**config.mk**
```make
export PLATFORM = sky130hd
export DESIGN_NAME = fft_stage2
export DESIGN_NICKNAME = d
export VERILOG_FILES = /design/src/rtl/fft_pkg.sv /design/src/rtl/fft_bfly2.sv /design/src/rtl/fft_stage2.sv
export SDC_FILE = /design/constraint.sdc
export NUM_CORES = 1
export LEC_CHECK = 0
export BUFFER_PORTS_ARGS = -buffer_cell sky130_fd_sc_hd__buf_2
export CAP_MARGIN = 15
export CORE_MARGIN = 4
export CORE_UTILIZATION = 53
export DETAILED_ROUTE_END_ITERATION = 12
export PLACE_DENSITY = 0.78
export SETUP_SLACK_MARGIN = 0.2
export SKIP_LAST_GASP = 1
export SYNTH_ARGS = -nofsm -noshare
export SYNTH_HDL_FRONTEND = slang
export SYNTH_SLANG_ARGS = --single-unit
```
**constraint.sdc**
```tcl
create_clock -name CLK -period 4.1 [get_ports CLK]
set_input_delay 0.205 -clock CLK [delete_from_list [all_inputs] [get_ports CLK]]
set_output_delay 0.205 -clock CLK [all_outputs]
set_load 0.03 [all_outputs]
```
**src/rtl/fft_pkg.sv**
```systemverilog
// fft_pkg: shared widths, sample type, FSM states and halving helper for the FFT stages
package fft_pkg;
  localparam int DW = 12;
  localparam int N = 8;
  typedef logic signed [DW-1:0] sample_t;
  typedef logic signed [DW:0] wide_t;
  typedef enum logic {IDLE, RUN} state_t;
  function automatic wide_t ext(sample_t v);
    return {v[DW-1], v};
  endfunction
  function automatic sample_t half(wide_t v);
    return sample_t'(v >>> 1);
  endfunction
endpackage

```
**src/rtl/fft_bfly2.sv**
```systemverilog
// fft_bfly2: combinational radix-2 DIF butterfly with halving and optional -j twiddle
import fft_pkg::*;
module fft_bfly2 (
  input  sample_t a_re,
  input  sample_t a_im,
  input  sample_t b_re,
  input  sample_t b_im,
  input  logic    neg_j,
  output sample_t top_re,
  output sample_t top_im,
  output sample_t bot_re,
  output sample_t bot_im
);
  wide_t s_re, s_im, d_re, d_im, n_re;
  // one extra bit of headroom makes the sum/difference exact before halving
  always_comb begin
    s_re = ext(a_re) + ext(b_re);
    s_im = ext(a_im) + ext(b_im);
    d_re = ext(a_re) - ext(b_re);
    d_im = ext(a_im) - ext(b_im);
    n_re = ext(b_re) - ext(a_re);
    top_re = half(s_re);
    top_im = half(s_im);
    bot_re = neg_j ? half(d_im) : half(d_re);
    bot_im = neg_j ? half(n_re) : half(d_im);
  end
endmodule

```
**src/rtl/fft_stage2.sv**
```systemverilog
// fft_stage2: second 8-point DIF stage, one time-shared butterfly per cycle over a latched frame
module fft_stage2 #(
  parameter int DW = fft_pkg::DW,
  parameter int N  = fft_pkg::N
) (
  input  logic                 CLK,
  input  logic                 nRESET,
  input  logic                 START,
  input  logic signed [DW-1:0] x_in_real      [0:7],
  input  logic signed [DW-1:0] x_in_image     [0:7],
  output logic signed [DW-1:0] x_stage2_real  [0:7],
  output logic signed [DW-1:0] x_stage2_image [0:7],
  output logic                 stage2_done,
  output logic                 busy,
  output logic                 overrun
);
  localparam logic [1:0] LAST = 2'(N / 2 - 1);
  fft_pkg::state_t state, state_nx;
  logic [1:0] cnt;
  logic signed [DW-1:0] fr_re [0:7];
  logic signed [DW-1:0] fr_im [0:7];
  logic [2:0] ia, ib;
  logic last, load;
  fft_pkg::sample_t t_re, t_im, b_re, b_im;
  // butterfly cnt pairs slots {c1,0,c0} and {c1,1,c0}; odd butterflies use -j
  assign ia = {cnt[1], 1'b0, cnt[0]};
  assign ib = {cnt[1], 1'b1, cnt[0]};
  assign last = (state == fft_pkg::RUN) && (cnt == LAST);
  assign load = START && ((state == fft_pkg::IDLE) || last);
  fft_bfly2 u_bfly (
    .a_re(fr_re[ia]),
    .a_im(fr_im[ia]),
    .b_re(fr_re[ib]),
    .b_im(fr_im[ib]),
    .neg_j(cnt[0]),
    .top_re(t_re),
    .top_im(t_im),
    .bot_re(b_re),
    .bot_im(b_im)
  );
  // state register
  always_ff @(posedge CLK or negedge nRESET)
    if (!nRESET) state <= fft_pkg::IDLE;
    else state <= state_nx;
  // next state: a new frame keeps us running, finishing the last butterfly otherwise idles
  always_comb state_nx = load ? fft_pkg::RUN : (last ? fft_pkg::IDLE : state);
  // state-decoded outputs
  always_comb busy = (state == fft_pkg::RUN);
  // butterfly counter and frame buffer, reloaded on every accepted START
  always_ff @(posedge CLK or negedge nRESET)
    if (!nRESET) begin
      cnt <= '0;
      for (int i = 0; i < 8; i++) begin
        fr_re[i] <= '0;
        fr_im[i] <= '0;
      end
    end else if (load) begin
      cnt <= '0;
      fr_re <= x_in_real;
      fr_im <= x_in_image;
    end else if (busy) cnt <= cnt + 2'd1;
  // result slots written two at a time, otherwise held
  always_ff @(posedge CLK or negedge nRESET)
    if (!nRESET) begin
      for (int i = 0; i < 8; i++) begin
        x_stage2_real[i] <= '0;
        x_stage2_image[i] <= '0;
      end
    end else if (busy) begin
      x_stage2_real[ia] <= t_re;
      x_stage2_image[ia] <= t_im;
      x_stage2_real[ib] <= b_re;
      x_stage2_image[ib] <= b_im;
    end
  // completion pulse and sticky dropped-START flag
  always_ff @(posedge CLK or negedge nRESET)
    if (!nRESET) begin
      stage2_done <= 1'b0;
      overrun <= 1'b0;
    end else begin
      stage2_done <= last;
      overrun <= overrun | (START && busy && !last);
    end
endmodule
```
Yosys cells after proc, flatten, opt, wreduce, memory -nomap -nowiden
Index checks and enable logic that the tools add are counted.
Widths: inputs -> output; s select.
{ "totals": {"ff_bits": 389, "latch_bits": 0, "ram_bits": 0, "romBits": 0, "inputBits": 195, "out_inout_bits": 195, "memories": 0} }
{ "op_classes": {"add_sub_neg": 6, "n_mul": 0, "n_div": 0, "magnitude_cmp": 4, "eq_ne": 1, "n_shift": 0, "n_mux": 26, "bitwise": 4, "n_reduce_logical": 10} }
{ "ops": {"columns": ["op", "n"], "rows": [
  ["$bwmux 96", 4],
  ["$bmux 12 s3", 4],
  ["$mux 12", 12],
  ["$demux 12 s3", 2],
  ["$sub 12x12->13", 3],
  ["$add 12x12->13", 2],
  ["$ge 4x4->1 const B", 2],
  ["$lt 4x1->1 const B", 2],
  ["$not 3->4", 2],
  ["$logic_and 1x1->1", 6],
  ["$mux 2", 2],
  ["$reduce_bool 2->1", 2],
  ["$add 2x1->2 const B", 1],
  ["$eq 2x2->1 const B", 1],
  ["$mux 1", 2],
  ["$logic_not 1->1", 1],
  ["$logic_or 1x1->1", 1],
  ["$not 1->1", 1],
  ["$or 1x1->1", 1]
]} }

Longest topological paths before layout
{ "depth": {"depth_word": 7, "ltp_mapped": 13, "ltp_nobuf": 11} }

By module
A second synthesis with hierarchy kept.
{ "unflattened": {"hier_cells": 1323, "hier_area_um2": 19406.1} }
{ "modules_own_cells": {"columns": ["module", "instances", "cells_per_inst", "area_each_um2", "seq_area_each_um2"], "rows": [
  ["fft_stage2", 1, 897, 16360.7, 9734.3],
  ["fft_bfly2", 1, 426, 3045.4, 0.0]
]} }

Worst setup path before layout
Ideal clock, no wire load.
{ "synth_path": {"path_type": "reg-to-reg", "start": "register cnt[0]", "end": "register x_stage2_real[66] (netlist bit)", "arrival_ns": 3.675, "t_required_ns": 3.965, "slack_ns": 0.290, "path_stages_with_launch": 14, "period_less_slack_ns": 3.810, "path_cell_list": "dfrtp_1 buf_6 buf_1 mux4_2 inv_1 ha_1 clkbuf_1 a211o_1 a211oi_1 nor2_1 or3_1 xnor2_1 o21ai_0 o21ai_0"} }
{ "synth_between": {"elab_chain_cells": 7, "word_cells_on_any_way": 30, "cone_classes": "3 x add/sub; 4 x order compare; 19 x mux; 2 x bitwise; 2 x reduce/logical"} }
{ "synth_rtl": {"columns": ["element", "line_no", "source"], "rows": [
  ["start, declared", "fft_stage2.sv:19", "logic [1:0] cnt;"],
  ["start signal, assigned", "fft_stage2.sv:61", "end else if (busy) cnt <= cnt + 2'd1;"],
  ["$not 3->4 (on tied branches)", null, null],
  ["$bmux 12 s3 (tied with other cells)", "fft_stage2.sv:31", ".a_re(fr_re[ia]),"],
  ["$mux 12 (not written as such) (tied with other cells)", "fft_stage2.sv:31", null],
  ["$mux 12 (on tied branches)", null, null],
  ["$add 12x12->13 (tied with other cells)", "fft_bfly2.sv:17", "s_re = ext(a_re) + ext(b_re);"],
  ["$bwmux 96 or $mux 12 (tied branches)", "fft_stage2.sv:70, fft_bfly2.sv:24", null],
  ["$bwmux 96 *", "fft_stage2.sv:72", "x_stage2_real[ib] <= b_re;"],
  ["end signal, assigned by index", "fft_stage2.sv:70", "x_stage2_real[ia] <= t_re;"],
  ["end signal, assigned by index", "fft_stage2.sv:72", null],
  ["end, declared", "fft_stage2.sv:11", "output logic signed [DW-1:0] x_stage2_real [0:7],"]
]} }
Every way passes the cells marked *; elsewhere a longest branch is shown, timed or not. The select of a mux whose other input is x is not followed.
A chain may end at the register's enable or synchronous reset.

Worst setup path after layout
{ "layout_path": {"start": "register cnt[0]", "end": "register x_stage2_image[52] (netlist bit)"} }
{ "layout_between": {"elab_chain_cells": 7, "word_cells_on_any_way": 30, "cone_classes": "3 x add/sub; 4 x order compare; 19 x mux; 2 x bitwise; 2 x reduce/logical"} }
{ "layout_rtl": {"columns": ["element", "line_no", "source"], "rows": [
  ["$not 3->4 (on tied branches)", null, null],
  ["$bmux 12 s3 (tied with other cells)", "fft_stage2.sv:32", ".a_im(fr_im[ia]),"],
  ["$mux 12 (not written as such) (tied with other cells)", "fft_stage2.sv:32", null],
  ["$mux 12 (on tied branches)", null, null],
  ["$add 12x12->13 (tied with other cells)", "fft_bfly2.sv:18", "s_im = ext(a_im) + ext(b_im);"],
  ["$bwmux 96 or $mux 12 (tied branches)", "fft_stage2.sv:71, fft_bfly2.sv:25", null],
  ["$bwmux 96 *", "fft_stage2.sv:73", "x_stage2_image[ib] <= b_im;"],
  ["end signal, assigned by index", "fft_stage2.sv:71", "x_stage2_image[ia] <= t_im;"],
  ["end signal, assigned by index", "fft_stage2.sv:73", null],
  ["end, declared", "fft_stage2.sv:12", "output logic signed [DW-1:0] x_stage2_image [0:7],"]
]} }
Marks and branches as above.

==> results.txt <==
- Counting distinct cell types in the post-synthesis netlist gives 60.
- For this run, the post-layout net count is 2,395.
* Cell family with most CP delay: compound AO/OA/AOI/OAI gates
- Post-synthesis average cell area: 11.8 um^2
- Cell at the root of the clock tree: sky130_fd_sc_hd__clkbuf_16
- For the finished layout, the period the worst path requires is 3830 ps.
- Headroom to the max-slew limit came out at 45.5%.
* Critical Path Source Type: register
- Number of violations reported at the end of detailed-routing iteration 0: 1,030
* Width of the die: 194 um
- During placement, the flow inserted port buffers numbering 389.
* Routed wirelength normalized by instance count: 22.0 um
* Standard cell core area: 33,800 um^2
- Entering global routing, the biggest net connects 109 pins.
- Clock latency on the worst-skew pair, taken at its later pin, is 550 ps.
- The tool flagged a number of max-cap violations equal to 0.
- Synth-to-layout area growth: 33.8%
- OpenSTA, run right after detailed placement, puts the worst setup slack at 118 ps.
* Clock Skew: 20.3 ps
* Crit-path cells: buf_4 -> mux4_2 -> ha_1 -> a211o_1 -> a21oi_1 -> o31ai_1 -> xnor2_1 -> nor2_1 -> a21oi_1 -> o21ai_0
- TritonCTS built the clock tree.
- Setup repair after global routing missed its margin: yes
- Vert. Die Dim: 194 um
* Number of warnings reported in the yosys synthesis log: 0
* Via count of the first global-routing pass: 15,572
- Effective utilization at floorplan: 54.1%
* Maximum clock frequency: 0.261 GHz
* Required time of the worst setup path: 4480 ps
* WP buf/inv: 1
- Global Route Usage Sum: 30.5%
* Post-Synthesis Net Count: 1,815
- Counting flops and latches in the post-synthesis netlist gives 389.
- The floorplan has 67 rows.
- The floorplan step defined a die boundary enclosing 37,500 um^2.
- The flow ran to the end, and the final reports show no timing, DRC or antenna violations.
- Yosys mapped a number of flops with a built-in enable equal to 0.
* Data arrival time of the critical path: 4210 ps
- Primary flip-flop cell chosen by synthesis mapping: sky130_fd_sc_hd__dfrtp_1
- Setup WS post-layout: 272 ps
* Global-route wire length before repair: 90,700 um
- Clock sink total: 389
- Residual overflow from global routing: 0
- The hold violation total from the final report came to 0.
- Worst-path clk slew: 70 ps
- The cell that appears most often on the critical path is sky130_fd_sc_hd__a21oi_1.
- Setup violations remaining at the end of the flow were counted as 0.
- The final layout contains routed wiring with a total length of 57,800 um.
* Number of antenna violations at the first check in global routing: 3
- First-pass iteration count of the detailed router: 7
* Final number of max-transition violations: 0
* Via count of the routed design: 14,830
* Sequential fraction of the synthesis area: 53.2%
- The worst path uses 93.4% of the clock period.
* Cell area after technology mapping: 18,300 um^2
- On the critical path, the stage with the largest delay is an instance of sky130_fd_sc_hd__dfrtp_4.
- The worst setup path is captured at a register.
- The worst setup path is of the register to register kind.
- The count of nets left with antenna violations once routing finished came out at 0.
- HPWL Detailed: 38,100 um
* Largest buffer count on any clock path: 3
- For the pin with the worst max-slew slack, the measured transition is 817 ps.
* Placer congestion estimate: 0.965
- Number of clock buffers inserted by TritonCTS: 42
- Largest fanout of any net on the critical path: 11
- Total DRC errors in the routed layout: 0
* Proportion of layout cells with a drive suffix above 1: 36.1%
- Gate count after technology mapping: 1,556
* # H-tree levels: 2
- Boundary pin count: 390
- Summed over all failing endpoints, the final setup total negative slack is 0 ps.
* Tightest Hold Check Type: primary input to asynchronous set/reset pin
* Routed via count divided by cell count: 5.66
- Share of flip-flops with an asynchronous set or reset: 100%
- In this design, the stage delay of the slowest critical-path cell is 560 ps.
Yosys cell counts (all sizes together) (3+ instances only):
master	instances	area share (%)
nor2b	6	0.25
or3	5	0.17
and3	5	0.17
nand2	204	4.2
buf	10	0.25
a211o	3	0.14
o2111ai	4	0.19
a31oi	15	0.51
and2	3	0.10
o22ai	3	0.10
mux2i	10	0.55
nand3	18	0.49
nand2b	5	0.17
dfrtp	389	53
nor3	10	0.34
mux2	205	13
o21a	4	0.16
o31ai	7	0.29
inv	58	1.2
ha	59	4.0
o21ai	168	4.6
nand4	6	0.21
xor2	7	0.34
clkinv	3	0.062
xnor2	38	1.8
a21oi	60	1.6
clkbuf	84	1.7
fa	5	0.55
nor4	4	0.14
a2111oi	3	0.25
mux4	48	6.0
a211oi	5	0.21
o21bai	14	0.57
a21o	9	0.37
nor2	50	1.0
o41ai	3	0.14
cells by family (layout without fill, tap and decap cells):
family | count (synthesis) | in the layout | share of synthesized area (%)
buffers and inverters | 155 | 768 | 3.23
other | 0 | 5 | 0
multiplexers | 263 | 263 | 19.1
XOR/XNOR | 45 | 45 | 2.16
flip-flops | 389 | 389 | 53.2
AO/OA/AOI/OAI | 320 | 320 | 10.3
adder cells (fa/ha/maj) | 64 | 64 | 4.58
AND/OR/NAND/NOR | 320 | 320 | 7.40
metal layers:
metal	global-route usage, %	vias to the layer above	wire [um]
met2	48.1	710	26900
li1	-	6654	-
met4	11.3	0	2320
met3	5.65	145	4320
met1	42.8	7321	24300
met5	0	-	0
final timing paths:
path,endpoint,slack [ps],cells past startpoint,startpoint
worst max-delay path,x_stage2_image[52],270,10,cnt[0]
worst min-delay path,x_stage2_image[27],320,2,nRESET
worst max register to register,x_stage2_image[52],270,10,cnt[0]
worst min register to register,x_stage2_real[85],480,2,x_stage2_real[85]
max in group asynchronous,cnt[0],2740,3,nRESET
min in group CLK,fr_im[47],420,3,x_in_image[47]
sequential cells by signal, indices dropped and copies added, names as in the netlist:
name / count
busy: 1
cnt: 2
fr_im: 96
fr_re: 96
overrun: 1
stage2_done: 1
x_stage2_image: 96
x_stage2_real: 96
stage by stage:
stage                     area [um^2]  utilization, %  hold WS [ps]  cells
after floorplan                 18300               -         -90.6   1556
after global placement          20900            61.8           319   2343
after detailed placement        20900            61.8           323   2343
after CTS                       24400            72.2           339   2614
after global routing            24500            72.4           388   2620
final                           24500            72.4           319   2622
cell type report:
cell class | instances | area, um^2
Sequential cell | 389 | 9740
Fill cell | 2285 | 9320
Multi-Input combinational cell | 1012 | 8020
Timing Repair Buffer | 630 | 4340
Clock buffer | 54 | 1200
Tap cell | 448 | 561
Clock inverter | 23 | 362
Inverter | 61 | 229
Antenna cell | 5 | 12.5
placed cells by master (no fill, tap or decap), drive strengths merged, types with 6 or more instances in the layout:
master / count
buf: 436
dfrtp: 389
mux2: 205
nand2: 204
dlygate4sd3: 194
o21ai: 168
a21oi: 60
inv: 60
ha: 59
clkbuf: 54
nor2: 50
mux4: 48
xnor2: 38
nand3: 18
a31oi: 15
o21bai: 14
clkinv: 12
nor3: 10
mux2i: 10
a21o: 9
bufinv: 9
xor2: 7
o31ai: 7
nand4: 6
nor2b: 6
repair_timing:
| item | CTS | global route |
|---|---|---|
| hold buffers | 194 | 0 |
| setup endpoints to repair | 9 | 76 |
| pin swaps | 0 | 0 |
| setup buffers | 0 | 3 |
| hold endpoints to repair | 298 | 0 |
| resized for setup | 3 | 9 |
Power is left out: the tool's default activity adds up to more than one toggle a clock period on the data nets, which glitch-free logic cannot reach.
